## src/rtl/serial_sub_if.sv

```systemverilog
// ---------------------------------------------------------------------------
// serial_sub_if : start/busy/done handshake and operand/result bus
// Rev 1.0
// ---------------------------------------------------------------------------
`default_nettype none

interface serial_sub_if #(
  parameter int WIDTH = 8
);
  logic             start;
  logic [WIDTH-1:0] a;
  logic [WIDTH-1:0] b;
  logic             bin;
  logic             busy;
  logic             done;
  logic [WIDTH-1:0] diff;
  logic             bout;
  logic             ovf;

  modport master (
    output start, a, b, bin,
    input  busy, done, diff, bout, ovf
  );

  modport slave (
    input  start, a, b, bin,
    output busy, done, diff, bout, ovf
  );
endinterface

`default_nettype wire

```

## src/rtl/serial_sub.sv

```systemverilog
// ---------------------------------------------------------------------------
// serial_sub : bit-serial a - b - bin, one full-subtractor cell, LSB first
// Rev 1.0
// ---------------------------------------------------------------------------
`default_nettype none

module serial_sub #(
  parameter int WIDTH = 8
) (
  input  wire logic    clk,
  input  wire logic    rst,
  serial_sub_if.slave  bus
);

  localparam int CW = (WIDTH > 2) ? $clog2(WIDTH) : 1;
  localparam logic [CW-1:0] CNT_LAST = CW'(WIDTH - 1);

  typedef enum logic [1:0] {
    IDLE = 2'd0,
    RUN  = 2'd1,
    DONE = 2'd2
  } state_t;

  state_t           state_q, state_d;
  logic [CW-1:0]    cnt_q, cnt_d;
  logic [WIDTH-1:0] a_q, a_d;
  logic [WIDTH-1:0] b_q, b_d;
  logic             br_q, br_d;
  logic [WIDTH-1:0] res_q, res_d;
  logic [WIDTH-1:0] diff_q, diff_d;
  logic             bout_q, bout_d;
  logic             ovf_q, ovf_d;

  logic             abit, bbit, dbit, brn, last;

  // Operands shift right so the bit under the cell is always at index 0.
  assign abit = a_q[0];
  assign bbit = b_q[0];
  assign dbit = abit ^ bbit ^ br_q;
  assign brn  = (~abit & bbit) | (~(abit ^ bbit) & br_q);
  assign last = (cnt_q == CNT_LAST);

  always_ff @(posedge clk or posedge rst) begin
    if (rst) begin
      state_q <= IDLE;
      cnt_q   <= '0;
      a_q     <= '0;
      b_q     <= '0;
      br_q    <= 1'b0;
      res_q   <= '0;
      diff_q  <= '0;
      bout_q  <= 1'b0;
      ovf_q   <= 1'b0;
    end else begin
      state_q <= state_d;
      cnt_q   <= cnt_d;
      a_q     <= a_d;
      b_q     <= b_d;
      br_q    <= br_d;
      res_q   <= res_d;
      diff_q  <= diff_d;
      bout_q  <= bout_d;
      ovf_q   <= ovf_d;
    end
  end

  always_comb begin
    state_d = state_q;
    cnt_d   = cnt_q;
    a_d     = a_q;
    b_d     = b_q;
    br_d    = br_q;
    res_d   = res_q;
    diff_d  = diff_q;
    bout_d  = bout_q;
    ovf_d   = ovf_q;

    case (state_q)
      IDLE, DONE: begin
        if (bus.start) begin
          a_d     = bus.a;
          b_d     = bus.b;
          br_d    = bus.bin;
          res_d   = '0;
          cnt_d   = '0;
          state_d = RUN;
        end else begin
          state_d = IDLE;
        end
      end
      RUN: begin
        a_d   = a_q >> 1;
        b_d   = b_q >> 1;
        br_d  = brn;
        res_d = {dbit, res_q[WIDTH-1:1]};
        cnt_d = cnt_q + CW'(1);
        if (last) begin
          // br_q here is the borrow entering the MSB cell.
          diff_d  = {dbit, res_q[WIDTH-1:1]};
          bout_d  = brn;
          ovf_d   = br_q ^ brn;
          state_d = DONE;
        end
      end
      default: state_d = IDLE;
    endcase
  end

  assign bus.busy = (state_q == RUN);
  assign bus.done = (state_q == DONE);
  assign bus.diff = diff_q;
  assign bus.bout = bout_q;
  assign bus.ovf  = ovf_q;

endmodule

`default_nettype wire

```

## src/flat_wrapper.sv

```systemverilog
// flat-port wrapper written by rule: the top's interface ports become plain ports
module serial_sub_flat 
#(
  parameter int WIDTH = 8
)
  (clk, rst, bus_start, bus_a, bus_b, bus_bin, bus_busy, bus_done, bus_diff, bus_bout, bus_ovf);
  serial_sub_if #(.WIDTH(WIDTH)) bus_i ();
  input  wire logic clk;
  input  wire logic rst;
  input wire logic [$bits(bus_i.start)-1:0] bus_start;
  input wire logic [$bits(bus_i.a)-1:0] bus_a;
  input wire logic [$bits(bus_i.b)-1:0] bus_b;
  input wire logic [$bits(bus_i.bin)-1:0] bus_bin;
  output wire logic [$bits(bus_i.busy)-1:0] bus_busy;
  output wire logic [$bits(bus_i.done)-1:0] bus_done;
  output wire logic [$bits(bus_i.diff)-1:0] bus_diff;
  output wire logic [$bits(bus_i.bout)-1:0] bus_bout;
  output wire logic [$bits(bus_i.ovf)-1:0] bus_ovf;
  assign bus_i.start = bus_start;
  assign bus_i.a = bus_a;
  assign bus_i.b = bus_b;
  assign bus_i.bin = bus_bin;
  assign bus_busy = bus_i.busy;
  assign bus_done = bus_i.done;
  assign bus_diff = bus_i.diff;
  assign bus_bout = bus_i.bout;
  assign bus_ovf = bus_i.ovf;
  serial_sub #(.WIDTH(WIDTH)) u_core (.clk(clk), .rst(rst), .bus(bus_i));
endmodule
```

## config.mk

```make
export PLATFORM = sky130hd
export DESIGN_NAME = serial_sub_flat
export DESIGN_NICKNAME = d
export VERILOG_FILES = /design/src/rtl/serial_sub_if.sv /design/src/rtl/serial_sub.sv /design/src/flat_wrapper.sv
export SDC_FILE = /design/constraint.sdc
export NUM_CORES = 1
export LEC_CHECK = 0
export BUFFER_PORTS_ARGS = -buffer_cell sky130_fd_sc_hd__clkbuf_2
export CAP_MARGIN = 20
export CORE_ASPECT_RATIO = 1.4
export CORE_MARGIN = 3
export CORE_UTILIZATION = 30
export DETAILED_ROUTE_END_ITERATION = 8
export GPL_TIMING_DRIVEN = 0
export SYNTH_ARGS = -nofsm -noshare
export SYNTH_HDL_FRONTEND = slang
export SYNTH_SLANG_ARGS = --single-unit
```

## constraint.sdc

```tcl
create_clock -name clk -period 1.96 [get_ports clk]
set_input_delay 0 -clock clk [delete_from_list [all_inputs] [get_ports clk]]
set_output_delay 0 -clock clk [all_outputs]
set_load 0.02 [all_outputs]
```

==> impl_metrics.py <==
metrics = {
    "worst_setup_path": {
        "path_max_fanout": 10,
        "worst-setup-path-type": "flop to flop",
        "timing.critical_path.from_type": "flop",
        "worst_setup_path_end_kind": "flop",
        "launching_element_of_the_worst_setup_path": "u_core.cnt_q[0]",
        "worstPathArrival_ns": 1.83,
        "critPathRequiredTime_ns": 2.12,
        "r2r_start": "u_core.cnt_q[0]",
    },
    "power": {
        "seq_power_share_pct": 43.4,
        "cellLeakagePower_nw": 1.07,
        "power_per_cell_area_nw_per_um2": 1510,
        "power.share.combinational_pct": 40.2,
        "p_sw_share_pct": 36.2,
        "ir_worst_vdd_mv": 0.637,
        "power_switching_mw": 1.16,
        "power.total_mw": 3.22,
        "p_int_mw": 2.06,
        "pwr-share-clk_pct": 16.4,
    },
    "timing": {
        "timing.slew.headroom_pct": 46.6,
        "worst_clock_skew_ns": 0.00351,
        "layout_worst_path_cycle_share_pct": 84.7,
        "actual_transition_at_the_worst_max_transition_pin_ns": 0.800,
        "report.final.hold_viol_count": 0,
        "setup_tns_ns": 0,
        "max_clock_freq_ghz": 0.602,
        "grt_setup_unrepaired": "false",
        "setup_viol": 0,
        "final_max_slew_viol_count": 0,
        "timing.final.crit_period_ns": 1.66,
    },
    "floorplan": {
        "core.rowCount": 31,
        "floorplan.io_pins": 32,
        "die_y_um": 93.5,
        "overall_die_area_um2": 6400,
        "total_core_area_um2": 5240,
        "start_util_pct": 31.3,
        "die_extent_in_x_um": 68.5,
    },
    "logic_synthesis": {
        "mappedNetlistArea_um2": 1640,
        "post_synth_num_cell_types": 27,
        "syn_nets": 160,
        "synth_cells": 137,
        "ys_ff_latch": 39,
        "syn-mean-instance-area_um2": 12.0,
        "seq_area_frac_synth_pct": 59.5,
        "synth-warning-count": 0,
    },
    "cells_and_area": {
        "filler_cell_count": 510,
        "multi_input_area_um2": 542,
        "n_antenna_cell": 0,
        "area_growth_pct": 29.6,
        "layout.cell_area.non_filler_um2": 2130,
        "ff_latch_area_um2": 976,
        "layout-drive-gt1-share_pct": 29.3,
        "fin_nets": 214,
        "post_layout_nonfiller_instances": 257,
    },
    "clock_tree": {
        "number_of_buffers_inserted_during_clock_tree_synthesis": 5,
        "cts_num_sinks": 39,
        "insertion_delay_ns": 0.28,
        "cts.reportedPaths.clkPinSlew_ns": 0.07,
        "number_of_buffers_between_clock_root_and_the_deepest_sink": 2,
        "cts-htree-levels": 2,
        "cts_tree": "built",
        "buffer_type_at_the_clock_tree_root": "clkbuf_8",
        "post_cts.repair.setup_buffers": 0,
        "number_of_cells_upsized_or_downsized_after_cts": 0,
    },
    "drt": {
        "routed.top_layer": "met4",
        "m1WireLength_um": 1360,
        "via_per_inst": 4.65,
        "routed-wl-met2_um": 1630,
        "drt_pass1_iterations": 4,
        "finalWirelength_um": 3190,
        "drcViolationCount": 0,
        "vias": 1194,
        "ant_nets": 0,
        "drt-initial-drc-count": 16,
        "drt-wirelength-per-cell_um": 12.4,
        "route.met3.wl_um": 155,
    },
    "grt": {
        "grt_antenna_before_repair": 0,
        "first_global_vias": 1256,
        "largest_net_degree_at_the_start_of_global_routing": 40,
        "grt_pass1_wl_um": 5440,
        "grt_overflow_total": 0,
        "globalRouteTotalUtil_pct": 11.3,
    },
    "placed_design": {
        "port_buffers": 31,
        "dp_hpwl_um": 2260,
        "placed_area_um2": 1880,
        "gp_routability_congestion": 0.670,
        "placedCellCount": 234,
    },
    "run_status": {
        "run_status": "finished, final reports clean",
    },
    "min_path": {
        "hold_path_class": "primary input to flop",
        "timing.hold.worst.start": "bus_b[7]",
    },
    "flow_run": {
        "maxCapViolCount": 0,
    },
}
-- what timing repair did --
action	in CTS	in global routing
endpoints found under the hold margin	54	0
setup endpoints to repair	0	0
hold buffers	16	0
-- cells by family after synthesis --
family / Yosys count / synth area share [%]
flip-flops: 39 / 59.5
AND/OR/NAND/NOR: 10 / 4.04
multiplexers: 13 / 8.77
buffers and inverters: 27 / 7.47
AO/OA/AOI/OAI: 44 / 16.9
adder cells (fa/ha/maj): 3 / 2.75
XOR/XNOR: 1 / 0.534
-- synth_stat cells --
cell type | instances | area share [%]
inv_2 | 1 | 0.23
nand2_1 | 2 | 0.46
a22o_1 | 9 | 4.8
o21ai_0 | 5 | 1.5
clkbuf_2 | 1 | 0.30
buf_6 | 1 | 0.69
inv_1 | 17 | 3.9
nand3_1 | 2 | 0.61
o22ai_1 | 14 | 5.3
nand2b_1 | 2 | 0.76
clkbuf_1 | 1 | 0.23
buf_4 | 2 | 0.92
nand3b_4 | 1 | 1.2
dfrtp_1 | 39 | 59
mux2_2 | 6 | 4.1
xor2_1 | 1 | 0.53
a21o_1 | 1 | 0.46
nor2_2 | 1 | 0.38
nor2_1 | 1 | 0.23
mux2_1 | 5 | 3.4
a21oi_1 | 14 | 4.3
nor2b_1 | 1 | 0.38
ha_1 | 2 | 1.5
mux2i_1 | 2 | 1.2
a221oi_1 | 1 | 0.53
buf_2 | 4 | 1.2
fa_1 | 1 | 1.2
-- flip-flops by register name (all words and copies together), names as in the netlist --
signal and cells:
u_core.res_q 7, u_core.br_q 1, u_core.bus.bout 1, u_core.bus.diff 8, u_core.state_q 2, u_core.bus.ovf 1, u_core.a_q 8, u_core.b_q 8
u_core.cnt_q 3
-- placed cells by master (no fill, tap or decap), drive strengths merged, types with 2 or more instances in the layout --
| cell | count |
|---|---|
| dlygate4sd3 | 16 |
| o22ai | 14 |
| inv | 18 |
| mux2 | 11 |
| buf | 7 |
| nand2 | 2 |
| nand3 | 2 |
| ha | 2 |
| clkbuf | 39 |
| mux2i | 2 |
| a21oi | 14 |
| nand2b | 2 |
| a22o | 9 |
| dfrtp | 39 |
| nor2 | 2 |
| o21ai | 5 |
-- stage by stage --
step	setup slack [ns]	hold WS (ns)	util [%]
6_report	0.299	0.0172	40.6
5_1_grt	0.200	0.0151	40.6
4_1_cts	0.265	0.00372	40.6
3_5_place_dp	0.285	0.187	35.9
3_3_place_gp	0.315	0.274	35.9
2_1_floorplan	0.461	0.175	-
-- layout make-up --
cell class	instances	area share (%)
Multi-Input combinational cell	71	25.5
Clock inverter	1	0.235
Tap cell	66	3.88
Sequential cell	39	45.9
Inverter	18	3.18
Clock buffer	6	3.88
Buffer	9	2.59
Timing Repair Buffer	47	14.8
-- power groups by stage --
| stage | registers (mW) | clock network, mW | logic [mW] |
|---|---|---|---|
| 3_3_place_gp | 1.40 | 0 | 1.27 |
| 6_report | 1.40 | 0.529 | 1.29 |
| 4_1_cts | 1.40 | 0.557 | 1.32 |
| 2_1_floorplan | 1.49 | 0 | 0.850 |
| 3_5_place_dp | 1.42 | 0 | 1.30 |
| 5_1_grt | 1.45 | 0.585 | 1.45 |
-- critical path: stages (launching register included) --
cell	delay (ns)
dfrtp_1	0.39
ha_1	0.20
ha_1	0.23
nand3b_4	0.12
buf_2	0.24
mux2_1	0.35
-- final timing paths --
kind                                 endpoint  slack (ns)  cells past startpoint
setup / recovery           u_core.bus.diff[1]        0.30                      5
max in group asynchronous   u_core.state_q[0]        1.04                      3
min in group asynchronous       u_core.a_q[2]        0.39                      3
hold reg to reg                u_core.bus.ovf        0.49                      2
hold / removal                  u_core.b_q[7]        0.02                      3
setup reg to reg           u_core.bus.diff[1]        0.30                      5
-- metal layers --
layer,GRT usage [%],up-vias
li1,-,583
met1,12.8,572
met2,19.4,34
met3,3.49,5
met4,3.98,0
met5,0,-
Power figures use the tool's default switching activity.
